[src/rtl/sum8_pkg.sv]
// Shared constants and helpers for the registered 8-bit lookahead adder.
// Imported by the group sub-module and the top level.
package sum8_pkg;

    localparam int WIDTH         = 8;
    localparam int GROUP_W       = 4;
    localparam int CNT_W_DEFAULT = 32;

    // Number of set bits in a 9-bit vector; result range is 0..9.
    function automatic logic [3:0] popcount9(input logic [8:0] v);
        logic [3:0] n;
        n = '0;
        for (int i = 0; i < 9; i++) begin
            n = n + {3'b000, v[i]};
        end
        return n;
    endfunction

endpackage

[src/rtl/sum8_lookahead_cla4_group.sv]
// 4-bit carry-lookahead group: every internal carry is expanded directly from
// g/p and the group carry-in, so no carry ripples through the group.
module cla4_group
    import sum8_pkg::*;
(
    input  logic [GROUP_W-1:0] a,
    input  logic [GROUP_W-1:0] b,
    input  logic               cin,
    output logic [GROUP_W-1:0] sum,
    output logic               gg,
    output logic               gp,
    output logic               cout
);

    logic [GROUP_W-1:0] g;
    logic [GROUP_W-1:0] p;
    logic [GROUP_W-1:0] c;

    assign g = a & b;
    assign p = a ^ b;

    assign c[0] = cin;
    assign c[1] = g[0] | (p[0] & cin);
    assign c[2] = g[1] | (p[1] & g[0]) | (p[1] & p[0] & cin);
    assign c[3] = g[2] | (p[2] & g[1]) | (p[2] & p[1] & g[0])
                | (p[2] & p[1] & p[0] & cin);

    // Group terms are independent of cin so the next group can look ahead.
    assign gg = g[3] | (p[3] & g[2]) | (p[3] & p[2] & g[1])
              | (p[3] & p[2] & p[1] & g[0]);
    assign gp = &p;

    assign cout = gg | (gp & cin);
    assign sum  = p ^ c;

endmodule

[src/rtl/sum8_lookahead.sv]
// Registered 8-bit carry-lookahead adder with a saturating counter of output
// bit transitions used for switching-activity comparisons.
module sum8_lookahead
    import sum8_pkg::*;
#(
    parameter int PWR_CNTR_ID = 0,
    parameter int CNT_W       = CNT_W_DEFAULT
) (
    input  logic             clk,
    input  logic             reset,
    input  logic             in_valid,
    input  logic [WIDTH-1:0] opr_a,
    input  logic [WIDTH-1:0] opr_b,
    input  logic             cin,
    output logic [WIDTH-1:0] suma,
    output logic             cout,
    output logic             out_valid,
    output logic [CNT_W-1:0] trans_cnt,
    input  logic             cntr_clr,
    output logic [1:0]       cntr_id
);

    logic [GROUP_W-1:0] sum_lo;
    logic [GROUP_W-1:0] sum_hi;
    logic               gg0, gp0, gg1, gp1;
    logic               grp0_cout, grp1_cout;
    logic               c4;
    logic               cout_next;
    logic [WIDTH:0]     res_next;

    logic [WIDTH-1:0]   sum_q;
    logic               cout_q;
    logic               valid_q;
    logic [CNT_W-1:0]   cnt_q;
    logic [CNT_W:0]     cnt_sum;
    logic [CNT_W-1:0]   cnt_next;

    cla4_group u_grp0 (
        .a    (opr_a[GROUP_W-1:0]),
        .b    (opr_b[GROUP_W-1:0]),
        .cin  (cin),
        .sum  (sum_lo),
        .gg   (gg0),
        .gp   (gp0),
        .cout (grp0_cout)
    );

    // Inter-group carry comes from group 0's generate/propagate, not its ripple.
    assign c4 = gg0 | (gp0 & cin);

    cla4_group u_grp1 (
        .a    (opr_a[WIDTH-1:GROUP_W]),
        .b    (opr_b[WIDTH-1:GROUP_W]),
        .cin  (c4),
        .sum  (sum_hi),
        .gg   (gg1),
        .gp   (gp1),
        .cout (grp1_cout)
    );

    assign cout_next = gg1 | (gp1 & c4);
    assign res_next  = {cout_next, sum_hi, sum_lo};

    // The groups' own carry-outs must agree with the lookahead terms.
    assert property (@(posedge clk) (grp0_cout == c4) && (grp1_cout == cout_next));

    // Widen by one bit so overflow of the accumulation is visible for saturation.
    always_comb begin
        cnt_sum  = {1'b0, cnt_q} + (CNT_W+1)'(popcount9(res_next ^ {cout_q, sum_q}));
        cnt_next = cnt_sum[CNT_W] ? {CNT_W{1'b1}} : cnt_sum[CNT_W-1:0];
    end

    // NOTE: state registers use non-blocking assignments so every flop samples
    // pre-edge values regardless of block evaluation order.
    always_ff @(posedge clk) begin
        if (reset) begin
            sum_q   <= '0;
            cout_q  <= 1'b0;
            valid_q <= 1'b0;
            cnt_q   <= '0;
        end else begin
            valid_q <= in_valid;
            if (in_valid) begin
                sum_q  <= res_next[WIDTH-1:0];
                cout_q <= res_next[WIDTH];
            end
            if (cntr_clr) begin
                cnt_q <= '0;
            end else if (in_valid) begin
                cnt_q <= cnt_next;
            end
        end
    end

    assign suma      = sum_q;
    assign cout      = cout_q;
    assign out_valid = valid_q;
    assign trans_cnt = cnt_q;
    assign cntr_id   = 2'(PWR_CNTR_ID);

endmodule

[config.mk]
export PLATFORM = sky130hd
export DESIGN_NAME = sum8_lookahead
export DESIGN_NICKNAME = d
export VERILOG_FILES = /design/src/rtl/sum8_pkg.sv /design/src/rtl/sum8_lookahead_cla4_group.sv /design/src/rtl/sum8_lookahead.sv
export SDC_FILE = /design/constraint.sdc
export NUM_CORES = 1
export LEC_CHECK = 0
export BUFFER_PORTS_ARGS = -buffer_cell sky130_fd_sc_hd__clkbuf_2
export CAP_MARGIN = 30
export CORE_ASPECT_RATIO = 0.7
export CORE_UTILIZATION = 58
export CTS_CLUSTER_DIAMETER = 80
export CTS_CLUSTER_SIZE = 12
export DETAILED_ROUTE_END_ITERATION = 10
export PLACE_DENSITY = 0.93
export SLEW_MARGIN = 15
export SYNTH_ARGS = -nofsm -noshare
export SYNTH_HDL_FRONTEND = slang
export SYNTH_SLANG_ARGS = --single-unit
[constraint.sdc]
create_clock -name clk -period 17.02 [get_ports clk]
set_input_delay 3.404 -clock clk [delete_from_list [all_inputs] [get_ports clk]]
set_output_delay 3.404 -clock clk [all_outputs]
set_load 0.05 [all_outputs]
# --- After elaboration in Yosys (flattened, before gate mapping) ---
# Cells that the tools add are included.
classes:
  magnitude_cmp: 0
  muxes: 1
  bitwise: 57
  add_sub_neg: 9
  n_eq_ne: 0
  n_mul: 0
  n_reduce_logical: 3
  div_mod_pow: 0
  shifts: 0
op_table:
  columns: ["op", "n"]
  rows:
  - ["$add 32x4->33", 1]
  - ["$mux 32", 1]
  - ["$and 1x1->1", 30]
  - ["$add 4x1->4", 5]
  - ["$or 1x1->1", 20]
  - ["$xor 4x4->4", 4]
  - ["$xor 9x9->9", 1]
  - ["$and 4x4->4", 2]
  - ["$reduce_and 4->1", 2]
  - ["$add 3x1->4", 1]
  - ["$add 2x1->3", 1]
  - ["$add 1x1->2", 1]
  - ["$reduce_or 2->1", 1]
totals:
  ff_bits: 42
  mem_count: 0
  wordCells: 74
  ram_bits: 0
  latchBits: 0
  mem_bits_ro: 0

# --- Logic depth before layout (Yosys ltp) ---
# Gate-level depths: netlist of run 1.
depth:
  depth_word: 20
  mapped_depth: 19
  ltp_nobuf: 18

# --- Hierarchy ---
# A second synthesis of run 1 with hierarchy kept.
unflattened:
  cells_unflattened: 290
  area_unflattened_um2: 2628.8
by_module_without_submodules:
  columns: ["mod", "n_inst", "area_per_inst_um2", "seq_area_each_um2", "cells_per_inst"]
  rows:
  - ["sum8_lookahead", 1, 2263.4, 840.8, 246]
  - ["cla4_group", 2, 182.7, 0.0, 22]

# --- Worst setup path before layout of run 1 ---
# Ideal clock, no wire load.
synth_timing:
  path_kind: "input to register"
  from: "input opr_a[0]"
  to: "register cnt_q[26] (netlist: trans_cnt[26])"
  stages: 19
  slack_ps: 8777
  arrival_time_ps: 8165
  setup_time_ps: 78
  path_cell_list: "ha_1 a211oi_1 o21bai_1 a21oi_1 fa_1 xnor2_1 fa_1 fa_1 inv_1 fa_1 inv_1 ha_1 fa_1 a211o_1 o211ai_1 nor3_4 buf_4 and4_1 nor3_1"
synth_between:
  elab_chain_cells: 15
  elab_cells_between_ends: 40
synth_rtl:
  columns: ["element", "line_no", "source"]
  rows:
  - ["from (decl)", "sum8_lookahead.sv:12", "input logic [WIDTH-1:0] opr_a,"]
  - ["$xor 4x4->4 or $and 4x4->4 (tied branches)", "sum8_lookahead_cla4_group.sv:20, sum8_lookahead_cla4_group.sv:19", null]
  - ["$and 1x1->1 (on tied branches)", "sum8_lookahead_cla4_group.sv:23, sum8_lookahead_cla4_group.sv:24", null]
  - ["$or 1x1->1 (tied with other cells)", "sum8_lookahead_cla4_group.sv:23", "assign c[1] = g[0] | (p[0] & cin);"]
  - ["$xor 4x4->4 or $or 1x1->1 (tied branches)", "sum8_lookahead_cla4_group.sv:34, sum8_lookahead_cla4_group.sv:24", null]
  - ["$xor 9x9->9 (*)", "sum8_lookahead.sv:69", "cnt_sum = {1'b0, cnt_q} + (CNT_W+1)'(popcount9(res_next ^ {cout_q, sum_q}));"]
  - ["$add 1x1->2 or $xor 9x9->9 (tied branches)", "sum8_pkg.sv:14, sum8_lookahead.sv:69", null]
  - ["$add 2x1->3", "sum8_pkg.sv:14", "n = n + {3'b000, v[i]};"]
  - ["$add 3x1->4", "sum8_pkg.sv:14", null]
  - ["$add 4x1->4 (4 in series)", "sum8_pkg.sv:14", null]
  - ["$add 4x1->4 (*)", "sum8_pkg.sv:14", null]
  - ["$add 32x4->33 (*)", "sum8_lookahead.sv:69", null]
  - ["$mux 32 (*)", "sum8_lookahead.sv:70", "cnt_next = cnt_sum[CNT_W] ? {CNT_W{1'b1}} : cnt_sum[CNT_W-1:0];"]
  - ["to (signal assigned)", "sum8_lookahead.sv:90", "cnt_q <= cnt_next;"]
  - ["to (decl)", "sum8_lookahead.sv:34", "logic [CNT_W-1:0] cnt_q;"]
# Every way passes the cells marked *; elsewhere a longest branch is shown, timed or not.
# A chain may end at the register's enable or synchronous reset.

# --- Worst setup path in the final report of run 1 ---
layout_timing:
  from: "input opr_a[0]"
  to: "register cnt_q[15] (netlist: trans_cnt[15])"
# Same word-level chain as after synthesis.

==> results of run 1 <==
[path summary, 6_finish.rpt]
kind                               start            end  cells after the start
worst max-delay path            opr_a[0]  trans_cnt[15]                     19
worst min-delay path             suma[6]        suma[6]                      2
worst max register to register   suma[0]  trans_cnt[15]                     14
worst min register to register   suma[6]        suma[6]                      2
[synth_stat cells, types with 6 or more instances]
master / instances
dfxtp_1: 42
xnor2_1: 31
a21oi_1: 29
nor2_1: 16
ha_1: 14
inv_1: 11
nand2_1: 10
fa_1: 8
nand3_1: 8
nor3_1: 7
nand4_1: 6
nor4_2: 6
xor2_1: 6
[logic make-up after synthesis]
family / count (synthesis) / synth area share [%]
xor gates and xnor gates: 37 / 12.3
muxes: 4 / 1.52
and+or+nand+nor: 80 / 19.4
adders and majority gates: 22 / 12.7
AOI/OAI and AO/OA: 64 / 16.9
DFF: 42 / 31.8
other: 1 / 0.142
buffers and inverters: 28 / 5.35
[where the power goes]
group          leakage [nW]  internal [mW]  switching, mW
Clock                0.0472         0.0326         0.0347
Combinational         0.904         0.0811          0.120
Sequential            0.341          0.104        0.00495
Total                  1.29          0.217          0.160
[worst max-delay path, stage by stage]
cell and delay, ps:
clkbuf_2 110, ha_1 320, a211oi_1 370, o21bai_1 160, a21oi_1 230, fa_1 490, xnor2_1 170, fa_1 490
fa_1 500, inv_1 60, fa_1 470, inv_1 80, ha_1 210, fa_1 250, a211o_1 180, o211ai_1 220
nor3_4 410, nand3_1 690, a31oi_1 370
[through the flow]
stage          cell area (µm²)  utilization, %  power [mW]  hold slack [ps]
3_5_place_dp              2940            67.4       0.307              502
2_1_floorplan             2650               -       0.265              716
3_3_place_gp              2940            67.4       0.295              497
5_1_grt                   3030            69.6       0.402              534
4_1_cts                   3030            69.6       0.376              514
6_report                  3030            69.6       0.377              511
[state kept, by name (all words and copies together), names as in the netlist]
signal,cells
cout,1
out_valid,1
suma,8
trans_cnt,32
[routing by layer]
metal / track usage, % / up-vias / wire, µm
li1: - / 1111 / -
met1: 37.3 / 1097 / 2730
met2: 44.5 / 72 / 2900
met3: 5.43 / 5 / 349
met4: 7.39 / 0 / 38
met5: 0 / - / 0
[final cells by class]
class                      instances  area (µm²)  share of cell area, %
tap                               55        68.8                   2.27
clock buffer                       6        82.6                   2.72
clock inverter                     2        12.5                  0.413
sequential                        42         841                   27.7
timing repair buffer              63         318                   10.5
inverter                          12        45.0                   1.49
multi-input combinational        209        1660                   54.9
==> reports/qor.csv, run 1 <==
stage;metric;value;unit
route;wl;6.02;mm
power_and_ir_drop;power_density;124;nW/µm²
timing;maxSlewViolCount;0;
synth;yosysSeqAreaShare;31.8;%
route;dr.pass1.iters;4;
die;core_area;4350;µm²
route;wire_per_inst;15.5;µm
clock_tree;cts_buffer_depth;2;
synth;yosysTopAreaCellShare;31.8;%
placement;place_congestion;0.822;
grt;grt_pass1_vias;2146;
synth;synthCells;278;
synth;synth.top_cells.by_area;dfxtp_1 32%, xnor2_1 10%, ha_1 6.6%;
critical_path;ff2ff_setup_slack;12390;ps
clock_tree;post_cts_buffers;0;
finish;nFillCells;348;
timing;setup_viol;0;
finish;drive_gt1_share;26.0;%
route;via_count;2285;
timing;finalClockSkew;11.1;ps
timing;finalHoldViolCount;0;
route;antenna_left;0;
power_and_ir_drop;p_leak;1.29;nW
critical_path;start_kind;input port;
synth;synth_edf_count;0;
synth;yosysTopAreaCell;dfxtp_1;
route;drc;0;
critical_path;cp.arrival;9180;ps
finish;num_antenna_cells;0;
flow_run;drv_cap;0;
timing;fin_tns_setup;0;ps
clock_tree;cts-hold-fix-buffers;0;
die;die_h;58.5;µm
die;start_util;60.7;%
placement;port_buffers;62;
route;drt_iter0_drc;164;
synth;synth.distinct_cells;54;
die;io_pins;65;
die;die_area;4830;µm²
synth;postSynthAreaPerCell;9.51;µm²
placement;dp_cells;381;
clock_tree;cts_resized;0;
clock_tree;cts_root_buf;clkbuf_8;
die;die_width;82.7;µm
timing;rsz0062_at_grt;false;
timing;final.period_utilization;52.7;%
grt;gr-usage-all-layers;27.4;%
critical_path;cp.required;17240;ps
die;rows;20;
clock_tree;cts_tree;built;
finish;final_nets;376;
timing;clock.fmax;112;MHz
finish;stdcell_count;389;
placement;dp_slack;7810;ps
synth;synth_async_sr_flop_share;0;%
finish;most-common-layout-cells;62 x clkbuf_2, 42 x dfxtp_1, 31 x xnor2_1;
timing;period_needed;8960;ps
clock_tree;worstSkewPairLatency;300;ps
critical_path;crit_type;input port to flop;
critical_path;critPathMaxFanout;22;
synth;synth_area;2640;µm²
finish;area.growth.synth_to_final;14.7;%
placement;hpwl;4.61;mm
clock_tree;clock_sinks;42;
grt;antenna_found_initial;0;
clock_tree;clk_pin_slew;90;ps
timing;slew_headroom;42.8;%
critical_path;crit_path_end_kind;flop;
timing;worstMarginPinSlew;856;ps
finish;final_common_cell;clkbuf_2;
power_and_ir_drop;ir_drop;0.0000951;V
grt;grt_max_degree;29;
timing;setup_ws;8060;ps
route;routed_via_density;5.87;
clock_tree;cts_inserted_buffers;5;
grt;grt_pass1_wl;9.96;mm
synth;synthFlopType;dfxtp_1;
clock_tree;htree_levels;2;
run_status;status;finished clean;
hold_path;min-delay-path-class;flop to flop;
grt;grt_overflow;0;
synth;yosys_warnings;0;
synth;ys_seq_elements;42;
Power figures use the tool's default switching activity.
==> inputs of run 2 (changes only) <==
--- a/config.mk
+++ b/config.mk
@@ -8,11 +8,11 @@
 export BUFFER_PORTS_ARGS = -buffer_cell sky130_fd_sc_hd__clkbuf_2
 export CAP_MARGIN = 30
 export CORE_ASPECT_RATIO = 0.7
-export CORE_UTILIZATION = 58
+export CORE_UTILIZATION = 48
 export CTS_CLUSTER_DIAMETER = 80
 export CTS_CLUSTER_SIZE = 12
 export DETAILED_ROUTE_END_ITERATION = 10
-export PLACE_DENSITY = 0.93
+export PLACE_DENSITY = 0.83
 export SLEW_MARGIN = 15
 export SYNTH_ARGS = -nofsm -noshare
 export SYNTH_HDL_FRONTEND = slang
==> constraint.sdc (replaced) <==
create_clock -name clk -period 7.2 [get_ports clk]
set_input_delay 1.44 -clock clk [delete_from_list [all_inputs] [get_ports clk]]
set_output_delay 1.44 -clock clk [all_outputs]
set_load 0.05 [all_outputs]
==> reports/qor.csv, run 2 (synthesis results as in run 1) <==
stage;metric;value;unit
placement;place_congestion;0.836;
timing;period_needed;6500;ps
finish;final_nets;377;
power_and_ir_drop;p_leak;1.30;nW
placement;port_buffers;62;
finish;num_antenna_cells;0;
clock_tree;cts_buffer_depth;2;
route;antenna_left;0;
finish;stdcell_count;407;
clock_tree;post_cts_buffers;0;
timing;rsz0062_at_grt;false;
route;drc;0;
clock_tree;cts-hold-fix-buffers;0;
die;core_area;5260;µm²
route;routed_via_density;5.59;
finish;nFillCells;459;
clock_tree;worstSkewPairLatency;300;ps
route;wl_met3;264;µm
clock_tree;cts_root_buf;clkbuf_8;
timing;worstMarginPinSlew;625;ps
die;rows;22;
placement;dp_cells;399;
power_and_ir_drop;total_power;0.907;mW
timing;finalClockSkew;9.05;ps
grt;antenna_found_initial;0;
finish;largest_reg_flops;32;
clock_tree;cts_resized;0;
critical_path;cp.required;7360;ps
clock_tree;clk_pin_slew;80;ps
hold_path;min-delay-path-class;flop to flop;
timing;setup_viol;0;
timing;holdWs;524;ps
finish;most-common-layout-cells;62 x clkbuf_2, 42 x dfxtp_1, 31 x xnor2_1;
run_status;status;finished clean;
die;die_width;90.7;µm
clock_tree;cts_inserted_buffers;5;
route;wire_per_inst;14.6;µm
route;dr.pass1.iters;4;
timing;final.period_utilization;90.2;%
clock_tree;cts_tree;built;
critical_path;start_kind;input port;
clock_tree;clock_sinks;42;
power_and_ir_drop;power_density;295;nW/µm²
route;wl_met2;2.60;mm
grt;grt_max_degree;29;
flow_run;drv_cap;0;
critical_path;crit_type;input port to flop;
critical_path;cp.arrival;6660;ps
die;io_pins;65;
placement;hpwl;4.43;mm
critical_path;ff2ff_setup_slack;2950;ps
route;wirelength_met1;3.00;mm
critical_path;critPathMaxFanout;22;
route;highest_layer;met4;
finish;regArea;841;µm²
route;wl;5.94;mm
die;start_util;50.3;%
timing;finalHoldViolCount;0;
timing;fin_tns_setup;0;ps
clock_tree;htree_levels;2;
grt;grt_overflow;0;
timing;maxSlewViolCount;0;
critical_path;crit_path_end_kind;flop;
route;via_count;2275;
timing;clock.fmax;154;MHz
finish;area.growth.synth_to_final;16.4;%
die;die_area;5810;µm²
grt;grt_pass1_vias;2103;
grt;grt_pass1_wl;9.65;mm
power_and_ir_drop;ir_drop;0.000131;V
timing;slew_headroom;58.3;%
route;drt_iter0_drc;108;
finish;final_common_cell;clkbuf_2;
grt;gr-usage-all-layers;20.7;%
die;die_h;64.1;µm
finish;multi_input_area;1660;µm²
finish;drive_gt1_share;26.0;%
finish;finalCoreUtilization;58.5;%
==> run 2: worst max-delay path: stages <==
cell and delay, ps:
clkbuf_2 100, ha_1 310, a211oi_1 340, o21bai_1 160, a21oi_1 190, fa_1 470
xnor2_1 230, fa_1 440, fa_1 490, inv_1 60, fa_1 520, inv_1 40
ha_1 230, fa_1 430, a211o_1 340, o211ai_1 240, nor3_4 130, nand3_1 110
buf_4 260, a21oi_1 110
==> run 2: stage by stage <==
step	area, µm²	worst slack (ps)
final	3080	704
after global routing	3080	375
after CTS	3080	714
after detailed placement	2970	424
after global placement	2970	551
after floorplan	2650	921
==> run 2: worst paths after layout <==
| check | end | from | depth (start not counted) |
|---|---|---|---|
| setup / recovery | trans_cnt[10] | opr_a[0] | 20 |
| hold / removal | suma[6] | suma[6] | 2 |
| setup reg to reg | trans_cnt[10] | suma[0] | 15 |
| hold reg to reg | suma[6] | suma[6] | 2 |
==> run 2: metal layers <==
layer,track usage [%],vias to the layer above
met3,4.52,9
met4,6.45,0
met5,0,-
li1,-,1122
met2,32.9,60
met1,28.3,1084
==> run 2: area by class of cell <==
type,count,share of cell area [%]
multi-input cells,209,54.1
flip-flops and latches,42,27.3
repair buffers,64,10.6
well taps,72,2.93
clock buffers,6,2.36
inverters,12,1.46
clock inverters,2,1.22
==> run 2: power breakdown <==
group | total, mW | switching, mW | internal [mW]
registers | 0.257 | 0.0118 | 0.245
clock network | 0.189 | 0.0854 | 0.104
logic | 0.462 | 0.270 | 0.191
total | 0.907 | 0.367 | 0.540
